$ cat config.mk
export PLATFORM = sky130hd
export DESIGN_NAME = song_sequencer
export DESIGN_NICKNAME = d
export VERILOG_FILES = /design/src/rtl/music_pkg.sv /design/src/rtl/song_sequencer.sv
export SDC_FILE = /design/constraint.sdc
export NUM_CORES = 1
export LEC_CHECK = 0
export CORE_UTILIZATION = 35
export DETAILED_ROUTE_END_ITERATION = 7
export SLEW_MARGIN = 5
export SYNTH_ARGS = -nofsm -noshare
export SYNTH_HDL_FRONTEND = slang
export SYNTH_SLANG_ARGS = --single-unit
$ cat constraint.sdc
create_clock -name clk -period 5.15 [get_ports clk]
set_input_delay 0.7725 -clock clk [delete_from_list [all_inputs] [get_ports clk]]
set_output_delay 0.7725 -clock clk [all_outputs]
set_load 0.01 [all_outputs]
$ cat src/rtl/music_pkg.sv
// Shared definitions for the music playback blocks: sequencer state encoding,
// ROM entry field widths and the end-of-song marker.
package music_pkg;

    localparam int NOTE_W     = 6;
    localparam int DUR_W      = 6;
    localparam int ROM_DATA_W = 12;

    localparam logic [ROM_DATA_W-1:0] END_MARKER = 12'h000;

    typedef enum logic [2:0] {
        IDLE,
        FETCH,
        LOAD,
        WAIT,
        DONE
    } state_t;

    // States in which note_player may be allowed to run.
    function automatic logic is_active_state(input state_t s);
        return (s == FETCH) || (s == LOAD) || (s == WAIT);
    endfunction

endpackage

$ cat src/rtl/song_sequencer.sv
// Walks one song of the external song ROM and feeds each note/duration pair
// to note_player, handling pause/resume, end of song and song skipping.
module song_sequencer
    import music_pkg::*;
#(
    parameter int SONG_BITS = 2,
    parameter int NOTE_BITS = 5
) (
    input  logic                           clk,
    input  logic                           reset,
    input  logic                           play,
    input  logic                           next_song,
    output logic [SONG_BITS+NOTE_BITS-1:0] rom_addr,
    input  logic [ROM_DATA_W-1:0]          rom_data,
    output logic [NOTE_W-1:0]              note_to_load,
    output logic [DUR_W-1:0]               duration_to_load,
    output logic                           load_new_note,
    input  logic                           note_done,
    output logic                           play_enable,
    output logic [SONG_BITS-1:0]           song,
    output logic                           song_done
);

    state_t                         r_state;
    state_t                         w_next_state;
    logic [NOTE_BITS-1:0]           r_index;
    logic [NOTE_BITS-1:0]           w_next_index;
    logic [SONG_BITS-1:0]           r_song;
    logic [SONG_BITS-1:0]           w_song_plus1;
    logic [SONG_BITS+NOTE_BITS-1:0] r_rom_addr;
    logic [NOTE_W-1:0]              r_note;
    logic [DUR_W-1:0]               r_duration;
    logic                           r_load;
    logic                           r_play_enable;
    logic                           r_song_done;
    logic                           w_load;
    logic                           w_enter_done;
    logic                           w_enter_fetch;
    logic                           w_is_end;
    logic                           w_last_entry;

    assign w_is_end      = (rom_data == END_MARKER);
    assign w_last_entry  = &r_index;
    assign w_song_plus1  = r_song + 1'b1;
    assign w_enter_done  = (w_next_state == DONE) && (r_state != DONE);
    assign w_enter_fetch = (w_next_state == FETCH) && (r_state != FETCH);

    // next_song overrides every state transition, including a same-cycle
    // note_done or end marker.
    always_comb begin
        w_next_state = r_state;
        w_next_index = r_index;
        w_load       = 1'b0;
        if (next_song) begin
            w_next_state = IDLE;
            w_next_index = '0;
        end else begin
            case (r_state)
                IDLE: begin
                    if (play) begin
                        w_next_state = FETCH;
                    end
                end
                FETCH: begin
                    w_next_state = LOAD;
                end
                LOAD: begin
                    if (w_is_end) begin
                        w_next_state = DONE;
                    end else begin
                        w_next_state = WAIT;
                        w_load       = 1'b1;
                    end
                end
                WAIT: begin
                    if (note_done) begin
                        if (w_last_entry) begin
                            w_next_state = DONE;
                        end else begin
                            w_next_index = r_index + 1'b1;
                            w_next_state = FETCH;
                        end
                    end
                end
                DONE: begin
                    if (!play) begin
                        w_next_state = IDLE;
                    end
                end
                default: begin
                    w_next_state = IDLE;
                end
            endcase
            if (w_next_state == DONE && r_state != DONE) begin
                w_next_index = '0;
            end
        end
    end

    always_ff @(posedge clk or negedge reset) begin
        if (!reset) begin
            r_state       <= IDLE;
            r_index       <= '0;
            r_load        <= 1'b0;
            r_song_done   <= 1'b0;
            r_play_enable <= 1'b0;
        end else begin
            r_state       <= w_next_state;
            r_index       <= w_next_index;
            r_load        <= w_load;
            r_song_done   <= w_enter_done;
            r_play_enable <= play && is_active_state(w_next_state);
        end
    end

    // The ROM address moves only when a fetch begins or the song changes,
    // so the end-of-song address stays visible after the song finishes.
    always_ff @(posedge clk or negedge reset) begin
        if (!reset) begin
            r_song     <= '0;
            r_rom_addr <= '0;
        end else if (next_song) begin
            r_song     <= w_song_plus1;
            r_rom_addr <= {w_song_plus1, {NOTE_BITS{1'b0}}};
        end else if (w_enter_fetch) begin
            r_rom_addr <= {r_song, w_next_index};
        end
    end

    always_ff @(posedge clk or negedge reset) begin
        if (!reset) begin
            r_note     <= '0;
            r_duration <= '0;
        end else if (w_load) begin
            r_note     <= rom_data[DUR_W +: NOTE_W];
            r_duration <= rom_data[0 +: DUR_W];
        end
    end

    assign rom_addr         = r_rom_addr;
    assign note_to_load     = r_note;
    assign duration_to_load = r_duration;
    assign load_new_note    = r_load;
    assign play_enable      = r_play_enable;
    assign song             = r_song;
    assign song_done        = r_song_done;

endmodule
# Word level (Yosys, flattened, before mapping)

Index checks and enable logic that the tools add are counted.
Widths: inputs -> output; s select.

Output and inout port bits: 24
Logic and storage cells: 50
Register bits after elaboration: 32
Bits of input ports: 17

Muxes and demuxes: 18
Reductions and logical operators: 10
Equal/unequal tests: 11
Add/sub/neg operators: 2

Operator list:

| cell                | count |
|---|---|
| $mux 5              | 5 |
| $mux 3              | 7 |
| $pmux 3 s5          | 1 |
| $mux 7              | 2 |
| $eq 3x2->1 const B  | 4 |
| $logic_not 12->1    | 1 |
| $eq 3x3->1 const B  | 3 |
| $eq 3x1->1 const B  | 2 |
| $add 5x1->5 const B | 1 |
| $reduce_and 5->1    | 1 |
| $logic_and 1x1->1   | 4 |
| $logic_not 3->1     | 1 |
| $mux 1              | 3 |
| $ne 3x1->1 const B  | 1 |
| $ne 3x3->1 const B  | 1 |
| $add 2x1->2 const B | 1 |
| $logic_or 1x1->1    | 2 |
| $reduce_bool 2->1   | 1 |

# Longest topological paths before layout

Gate-level depths: netlist of the first run.

Depth in word-level cells: 11
Gate-level depth with buffers: 6

# Worst setup path after synthesis of the first run

No wires, ideal clock.

Path type: input port to flip-flop
Start: input port rom_data[5]
End: register r_rom_addr[6], in the netlist rom_addr[6]
Setup time: 0.128 ns
Arrival time: 1.965 ns
Path buffers: 0
Stages: 5
Path slack: 3.058 ns
Path through: nor4_1 nand4b_1 a41o_1 a21oi_1 mux2_1

Longest elaborated chain between the ends: 8

Ends and longest elaborated chain:

| element                            | line                  | RTL |
|---|---|---|
| start, declared                    | song_sequencer.sv:14  | `input logic [ROM_DATA_W-1:0] rom_data,` |
| $logic_not 12->1                   | song_sequencer.sv:42  | `assign w_is_end = (rom_data == END_MARKER);` |
| $mux 3                             | song_sequencer.sv:68  | `if (w_is_end) begin` |
| $pmux 3 s5                         | song_sequencer.sv:58  | `case (r_state)` |
| $mux 3 (2 in a row)                | song_sequencer.sv:54  | `if (next_song) begin` |
| $eq 3x1->1                         | song_sequencer.sv:46  | `assign w_enter_fetch = (w_next_state == FETCH) && (r_state != FETCH);` |
| $logic_and 1x1->1                  | song_sequencer.sv:46  |  |
| $reduce_bool 2->1 (no source line) | --                    |  |
| end signal, assigned               | song_sequencer.sv:124 | `r_rom_addr <= {w_song_plus1, {NOTE_BITS{1'b0}}};` |
| end signal, assigned               | song_sequencer.sv:126 | `r_rom_addr <= {r_song, w_next_index};` |
| end, declared                      | song_sequencer.sv:30  | `logic [SONG_BITS+NOTE_BITS-1:0] r_rom_addr;` |

Every way passes these cells. The select of a mux whose other input is x is not followed.
A chain may end at the register's enable or synchronous reset.

# Final worst setup path of the first run

Start: input port next_song
End: register r_duration[2], in the netlist duration_to_load[2]

Longest elaborated chain between the ends: 1

Ends and longest elaborated chain:

| element              | line                  | RTL |
|---|---|---|
| start, declared      | song_sequencer.sv:12  | `input logic next_song,` |
| $mux 1               | song_sequencer.sv:54  |  |
| end signal, assigned | song_sequencer.sv:136 | `r_duration <= rom_data[0 +: DUR_W];` |
| end, declared        | song_sequencer.sv:32  | `logic [DUR_W-1:0] r_duration;` |

Every way passes these cells.

==> results of run 1 <==
==> layout make-up <==
class / count / area share, %
clock buffers: 8 / 4.534
flip-flops and latches: 32 / 40.30
multi-input cells: 72 / 30.73
inverters: 4 / 0.7557
repair buffers: 41 / 20.53
well taps: 50 / 3.149
==> stage by stage <==
step,power [W],setup slack (ps),util (%),hold slack (ps)
6_report,0.0008021,2432,49.67,481.2
5_1_grt,0.0008548,2268,49.67,510.5
4_1_cts,0.0008127,2406,49.67,487.7
3_5_place_dp,0.0006163,2111,47.42,473.7
3_3_place_gp,0.0006101,2170,47.42,467.0
2_1_floorplan,0.0004599,3058,-,476.9
==> worst register-to-register path, cell delays in order, from the launching register on <==
cell,delay (ps)
dfrtp_1,450
nor3b_2,330
nor3b_2,850
mux2_2,420
==> cells by family (layout without fill, tap and decap cells) <==
group | Yosys count | in the layout | synth area share, %
AO/OA/AOI/OAI | 13 | 13 | 8.183
XOR/XNOR | 2 | 2 | 1.206
adder cells (fa/ha/maj) | 1 | 1 | 0.8612
flip-flops | 32 | 32 | 55.13
AND/OR/NAND/NOR | 36 | 36 | 16.37
multiplexers | 20 | 20 | 15.42
buffers and inverters | 8 | 53 | 2.842
==> power breakdown <==
| group | total, W | internal [W] | switching, W |
|---|---|---|---|
| clock | 0.000193 | 0.000109 | 0.0000838 |
| combinational | 0.000259 | 0.000160 | 0.0000986 |
| sequential | 0.000351 | 0.000314 | 0.0000368 |
==> sequential cells by signal (all words and copies together) (netlist names) <==
name,cells
r_state,3
duration_to_load,6
r_index,5
rom_addr,7
song,2
load_new_note,1
play_enable,1
song_done,1
note_to_load,6
==> synthesized netlist by cell type <==
| master | count |
|---|---|
| mux2_2 | 7 |
| nor4b_1 | 1 |
| nor2b_1 | 6 |
| nor2_1 | 1 |
| nand3_1 | 2 |
| buf_4 | 1 |
| nor3_4 | 1 |
| and4b_1 | 1 |
| a221o_4 | 1 |
| o311ai_1 | 1 |
| and3_1 | 2 |
| nor2_2 | 2 |
| a211oi_2 | 1 |
| xnor2_1 | 1 |
| nand4b_1 | 1 |
| clkbuf_1 | 2 |
| a211o_1 | 1 |
| and4_1 | 2 |
| nand2_2 | 1 |
| a22oi_1 | 1 |
| inv_1 | 4 |
| mux2i_1 | 1 |
| nand4_1 | 2 |
| nand2_1 | 7 |
| a21oi_2 | 1 |
| mux2_1 | 12 |
| a41o_1 | 2 |
| a41oi_1 | 1 |
| dfrtp_1 | 32 |
| ha_1 | 1 |
| o21a_1 | 1 |
| nor3_1 | 1 |
| nor4_1 | 4 |
| a21oi_1 | 3 |
| buf_6 | 1 |
| nor3b_2 | 2 |
| xor2_1 | 1 |
==> worst paths after layout <==
kind / startpoint / endpoint / slack (ps)
setup / recovery: next_song / duration_to_load[2] / 2430
hold / removal: note_to_load[3] / note_to_load[3] / 480
setup reg to reg: r_state[2] / duration_to_load[2] / 2980
hold reg to reg: note_to_load[3] / note_to_load[3] / 480
max in group asynchronous: reset / duration_to_load[0] / 3960
min in group asynchronous: reset / rom_addr[5] / 900
==> per-layer routing <==
layer  vias up  global-route usage, %  routed length (µm)
met3         7                  6.034                 157
met1       521                  18.31                1301
met2        25                  24.11                1389
li1        500                      -                   -
met5         -                      0                   0
met4         0                  7.181                  54
==> placed cells by master, fill, tap and decap left out <==
cell type | netlist | final
nor4_1 | 4 | 4
buf_4 | 1 | 1
mux2_2 | 7 | 7
nor2b_1 | 6 | 6
clkbuf_1 | 2 | 2
and4b_1 | 1 | 1
nor3_1 | 1 | 1
nand4b_1 | 1 | 1
nor2_2 | 2 | 2
xnor2_1 | 1 | 1
mux2_1 | 12 | 12
a21oi_1 | 3 | 3
o21a_1 | 1 | 1
nand3_1 | 2 | 2
a221o_4 | 1 | 1
dfrtp_1 | 32 | 32
clkbuf_8 | 0 | 6
a41oi_1 | 1 | 1
and3_1 | 2 | 2
a211o_1 | 1 | 1
a22oi_1 | 1 | 1
mux2i_1 | 1 | 1
nor4b_1 | 1 | 1
xor2_1 | 1 | 1
nand2_1 | 7 | 7
a211oi_2 | 1 | 1
nor3b_2 | 2 | 2
clkdlybuf4s50_1 | 0 | 40
inv_1 | 4 | 4
a21oi_2 | 1 | 1
o311ai_1 | 1 | 1
nand2_2 | 1 | 1
a41o_1 | 2 | 2
nor3_4 | 1 | 1
and4_1 | 2 | 2
nor2_1 | 1 | 1
ha_1 | 1 | 1
nand4_1 | 2 | 2
==> tab_implementation.tex, run 1 <==
\begin{tabular}{lr}
\hline
Metric & Value \\
\hline
\multicolumn{2}{l}{\textbf{Yosys}} \\
\quad Fraction of post-synthesis cell area in the top cell type by area & around 55\% \\
\quad Synthesized area per cell & between 10 and 15 µm² \\
\quad Synth Warn \# & 0 \\
\quad Net count after synthesis & 130 \\
\quad Post-synth top area cell & dfrtp\_1 \\
\quad Post-synthesis sequential element count & 32 \\
\quad Most area-consuming cells after synthesis & dfrtp\_1 (55\%), mux2\_1 (9.3\%), mux2\_2 (5.4\%), nor2b\_1 (2.6\%), nand2\_1 (1.8\%) \\
\quad Post-Synthesis Cell Area & around 0.0015 mm² \\
\quad Cell variety after synth & 37 \\
\quad Fraction of the yosys area taken by sequential cells & between 50 and 60\% \\
\quad Post-Syn Instances & 112 \\
\multicolumn{2}{l}{\textbf{Cells and area}} \\
\quad Final instance area & between 0.0015 and 0.002 mm² \\
\quad Fraction of final layout cells with drive strength greater than 1 & between 10 and 15\% \\
\quad Total of fill cells in the finished design & $\sim$350 \\
\quad Net count, final & 174 \\
\quad Sequential cell area & between 800 and 900 µm² \\
\quad Relative area change from synthesis to final layout & 36.78\% \\
\quad Area occupied by multi-input gates & between 600 and 700 µm² \\
\quad Final instance count without filler cells & a little over 200 \\
\quad Antenna diode instance count & 0 \\
\multicolumn{2}{l}{\textbf{GRT}} \\
\quad Number of antenna violations at the first check in global routing & 0 \\
\quad Vias in the first global route & around 1000 \\
\quad Pin count of the biggest net entering global routing & 33 \\
\quad Overall Global Routing Usage & between 15 and 20\% \\
\quad Global-route wire length before repair & 4816 µm \\
\quad Final global-route overflow total & 0 \\
\multicolumn{2}{l}{\textbf{Die}} \\
\quad Area of the placeable core & 0.004000 mm² \\
\quad Overall die height & $\sim$66 µm \\
\quad Die W & around 66 µm \\
\quad I/O Pins & 41 \\
\quad Initial core utilization & approximately 36\% \\
\quad Number of placement rows & 23 \\
\quad Floorplan die area & roughly 0.0044 mm² \\
\multicolumn{2}{l}{\textbf{Clock network}} \\
\quad Deepest clock path buffer count & 2 \\
\quad Number of post-CTS setup repair buffers & 0 \\
\quad Clk Latency, worst-skew pair & roughly 280 ps \\
\quad Hold-fix buffer count after cts & 0 \\
\quad Clock buffer count from CTS & 5 \\
\quad Clock Tree Root & clkbuf\_8 \\
\quad Cts repair resizes & 0 \\
\quad Number of levels in the clock H-tree & 2 \\
\quad TritonCTS clock tree & yes \\
\quad TritonCTS Sinks & 32 \\
\quad Register clock-pin slew on the reported worst setup and hold paths & 60 ps \\
\multicolumn{2}{l}{\textbf{Power and ir drop}} \\
\quad Total power per unit cell area & approximately 400 mW/mm² \\
\quad IR Drop Worst-Case VDD & between 0.2 and 0.3 mV \\
\quad Leakage Power & between 0.8 and 0.9 nW \\
\multicolumn{2}{l}{\textbf{Min path}} \\
\quad HP Class & reg2reg \\
\quad Number of cells on the worst hold path & 1 \\
\multicolumn{2}{l}{\textbf{Setup path}} \\
\quad Largest fanout of any net on the critical path & 18 \\
\quad Number of buffers and inverters on the critical path & 1 \\
\quad Category of the most critical setup path & in2reg \\
\quad Worst Reg-to-Reg Cells & 3 \\
\quad Type of origin of the critical path & input pin \\
\quad Worst Setup End Kind & flip-flop \\
\quad Count of cell instances traversed by the critical path & 3 \\
\quad Family with the most delay on the worst path & simple AND/OR/NAND/NOR gates \\
\quad Worst endpoint required time & about 5300 ps \\
\quad CP Data Arrival Time & roughly 2900 ps \\
\quad Slowest cell on the critical path & nor3b\_2 \\
\quad Critical path, cell by cell & clkdlybuf4s50\_1 > nor3b\_2 > mux2\_2 \\
\quad Largest stage delay on the critical path & between 900 and 1000 ps \\
\multicolumn{2}{l}{\textbf{STA}} \\
\quad Highest clock frequency the design can meet & 367.9 MHz \\
\quad Final period demand of the worst path & between 2000 and 3000 ps \\
\quad Final total negative setup slack & 0 ps \\
\quad Worst clock skew & roughly 3.7 ps \\
\quad Final worst path period share & between 50\% and 60\% \\
\quad Slew Limit Fails & 0 \\
\quad Setup repair after global routing missed its margin & no \\
\quad Final hold violations & 0 \\
\quad Worst relative slew slack & 34.83\% \\
\quad Slew at the pin closest to its max-slew limit & a little under 1000 ps \\
\quad Setup violation total in the final timing report & 0 \\
\multicolumn{2}{l}{\textbf{Drt}} \\
\quad Average wire per standard cell & 14.02 µm \\
\quad Starting DRT DRC Count & 20 \\
\quad Detailed-route vias per instance & between 5 and 6 \\
\quad Post-route antenna net violation count & 0 \\
\quad Vias & $\sim$1100 \\
\quad Total detailed-routing wirelength & between 2000 and 3000 µm \\
\quad Number of iterations in the first detailed-routing pass & 4 \\
\quad DR DRC count & 0 \\
\multicolumn{2}{l}{\textbf{Job}} \\
\quad Max Cap Viol & 0 \\
\multicolumn{2}{l}{\textbf{Run status}} \\
\quad Run status & finished, final reports clean \\
\multicolumn{2}{l}{\textbf{Place}} \\
\quad Port Buf Inserts & 40 \\
\quad Total placed instance area & 0.001897 mm² \\
\quad Hpwl dp & 2109 µm \\
\quad Placed instance count & between 150 and 200 \\
\quad Weighted congestion at the end of routability-driven global placement & 0.6995 \\
\hline
\end{tabular}
Note: power is estimated with default switching activity, not from simulation.
==> inputs of run 2 (changes only) <==
clock period = 2.52 ns   (was 5.15 ns; I/O delays follow)
==> tab_implementation.tex, run 2 (synthesized netlist as in run 1, its figures left out) <==
\begin{tabular}{lr}
\hline
Metric & Value \\
\hline
\multicolumn{2}{l}{\textbf{Power and ir drop}} \\
\quad IR Drop Worst-Case VDD & 0.4556 mV (was 0.2586 mV) \\
\quad Total power per unit cell area & 827.4 mW/mm² (was 403.7 mW/mm²) \\
\quad Leakage Power & 0.8617 nW (was 0.8514 nW) \\
\multicolumn{2}{l}{\textbf{GRT}} \\
\quad Final global-route overflow total & 0 (unchanged) \\
\quad Number of antenna violations at the first check in global routing & 0 (unchanged) \\
\quad Pin count of the biggest net entering global routing & 33 (unchanged) \\
\quad Overall Global Routing Usage & 16.72\% (was 15.35\%) \\
\quad Global-route wire length before repair & 5319 µm (was 4816 µm) \\
\quad Vias in the first global route & 1112 (was 1023) \\
\multicolumn{2}{l}{\textbf{Die}} \\
\quad Area of the placeable core & 0.004000 mm² (unchanged) \\
\quad Initial core utilization & 36.32\% (unchanged) \\
\quad Number of placement rows & 23 (unchanged) \\
\quad I/O Pins & 41 (unchanged) \\
\quad Floorplan die area & 0.004412 mm² (unchanged) \\
\quad Overall die height & 66.43 µm (unchanged) \\
\quad Die W & 66.43 µm (unchanged) \\
\multicolumn{2}{l}{\textbf{STA}} \\
\quad Worst clock skew & 4.953 ps (was 3.727 ps) \\
\quad Final period demand of the worst path & between 2000 and 2500 ps \\
\quad Slew Limit Fails & 0 (unchanged) \\
\quad Highest clock frequency the design can meet & about 460 MHz \\
\quad Worst relative slew slack & 36.61\% (was 34.83\%) \\
\quad Slew at the pin closest to its max-slew limit & 946.6 ps (was 973.3 ps) \\
\quad Final worst path period share & 86.58\% \\
\quad Final total negative setup slack & 0 ps (unchanged) \\
\quad Final hold violations & 0 (unchanged) \\
\quad Setup repair after global routing missed its margin & no (unchanged) \\
\quad Setup violation total in the final timing report & 0 (unchanged) \\
\multicolumn{2}{l}{\textbf{Clock network}} \\
\quad Number of post-CTS setup repair buffers & 0 (unchanged) \\
\quad Register clock-pin slew on the reported worst setup and hold paths & 60 ps (about the same) \\
\quad TritonCTS clock tree & yes (unchanged) \\
\quad Clk Latency, worst-skew pair & 280 ps (about the same) \\
\quad TritonCTS Sinks & 32 (unchanged) \\
\quad Hold-fix buffer count after cts & 0 (unchanged) \\
\quad Number of levels in the clock H-tree & 2 (unchanged) \\
\quad Deepest clock path buffer count & 2 (unchanged) \\
\quad Cts repair resizes & 0 (unchanged) \\
\quad Clock Tree Root & clkbuf\_8 (unchanged) \\
\quad Clock buffer count from CTS & 5 (unchanged) \\
\multicolumn{2}{l}{\textbf{Run status}} \\
\quad Run status & finished, final reports clean (unchanged) \\
\multicolumn{2}{l}{\textbf{Drt}} \\
\quad Post-route antenna net violation count & 0 (unchanged) \\
\quad DR DRC count & 0 (unchanged) \\
\quad Number of iterations in the first detailed-routing pass & 4 (unchanged) \\
\quad Total detailed-routing wirelength & 3165 µm (was 2902 µm) \\
\quad Starting DRT DRC Count & 19 (was 20) \\
\quad Detailed-route vias per instance & 5.096 (was 5.087) \\
\quad Vias & 1065 (was 1053) \\
\quad Average wire per standard cell & 15.14 µm (was 14.02 µm) \\
\multicolumn{2}{l}{\textbf{Setup path}} \\
\quad Worst setup path start & rom\_data[4] (was next\_song) \\
\quad Type of origin of the critical path & input pin (unchanged) \\
\quad Worst Setup End Kind & flip-flop (unchanged) \\
\quad Startpoint of the most critical register-to-register path & r\_state[2] (unchanged) \\
\quad Category of the most critical setup path & in2reg (unchanged) \\
\quad Largest fanout of any net on the critical path & 13 (was 18) \\
\quad CP Data Arrival Time & 2350 ps (was 2880 ps) \\
\quad Worst endpoint required time & 2690 ps (was 5310 ps) \\
\multicolumn{2}{l}{\textbf{Place}} \\
\quad Weighted congestion at the end of routability-driven global placement & 0.7961 (was 0.6995) \\
\quad Hpwl dp & 2358 µm (was 2109 µm) \\
\quad Total placed instance area & 0.001912 mm² (was 0.001897 mm²) \\
\quad Port Buf Inserts & 40 (unchanged) \\
\multicolumn{2}{l}{\textbf{Cells and area}} \\
\quad Total of fill cells in the finished design & 350 (was 349) \\
\quad Fin util & 50.05\% (was 49.67\%) \\
\quad Final instance area & 0.002002 mm² (was 0.001987 mm²) \\
\quad Largest register FFs & 7 (unchanged) \\
\quad Antenna diode instance count & 0 (unchanged) \\
\quad Net count, final & 176 (was 174) \\
\quad Relative area change from synthesis to final layout & 37.81\% (was 36.78\%) \\
\quad Fraction of final layout cells with drive strength greater than 1 & 15.72\% (was 14.65\%) \\
\quad Sequential cell area & 800.8 µm² (unchanged) \\
\quad Area occupied by multi-input gates & 610.6 µm² (unchanged) \\
\quad Most common cell after layout, fill and taps aside & clkdlybuf4s50\_1 (unchanged) \\
\quad Leading cell types in the layout, fill and taps excluded & clkdlybuf4s50\_1 (40), dfrtp\_1 (32), mux2\_1 (12), nand2\_1 (7), mux2\_2 (7) (unchanged) \\
\multicolumn{2}{l}{\textbf{Job}} \\
\quad Max Cap Viol & 0 (unchanged) \\
\multicolumn{2}{l}{\textbf{Min path}} \\
\quad HP Class & in2async (was reg2reg) \\
\hline
\end{tabular}
==> run 2: final timing paths <==
path / to / slack, ps / cells past startpoint
worst max-delay path: duration_to_load[2] / 340 / 5
worst max register to register: duration_to_load[2] / 350 / 3
worst min-delay path: duration_to_load[5] / 490 / 2
worst min register to register: duration_to_load[3] / 490 / 1
max in group asynchronous: load_new_note / 1740 / 2
min in group clk: duration_to_load[3] / 490 / 1
==> run 2: final cells by class <==
| type | count | area share, % |
|---|---|---|
| Sequential cell | 32 | 40.00 |
| Multi-Input combinational cell | 72 | 30.50 |
| Timing Repair Buffer | 43 | 21.13 |
| Clock buffer | 8 | 4.500 |
| Tap cell | 50 | 3.125 |
| Inverter | 4 | 0.7500 |
==> run 2: worst max-delay path, cell delays in order <==
cell and delay [ps]:
clkdlybuf4s50_1 490, nor4_1 70, and3_1 220, nor3b_2 770, mux2_2 410
==> run 2: power by group <==
part	total, W	switching (W)	internal [W]
combinational	0.000534	0.000206	0.000328
sequential	0.000723	0.0000808	0.000642
clock	0.000399	0.000177	0.000222
==> run 2: per-stage QoR <==
step                setup slack [ps]  cells   power, W  hold slack [ps]
global placement               75.51    201   0.001257            470.2
CTS                            319.1    209   0.001679            495.7
floorplan                      697.0    112  0.0009398            82.41
detailed placement             16.16    201   0.001273            482.0
global route                   155.6    209   0.001758            514.6
finish                         338.2    209   0.001656            486.9
==> run 2: per-layer routing <==
metal | up-vias | share of wire (%) | global-route usage [%]
li1 | 506 | - | -
met4 | 0 | 1.6 | 6.383
met5 | - | 0 | 0
met2 | 23 | 51 | 28.83
met3 | 6 | 4.3 | 6.034
met1 | 530 | 43 | 18.69
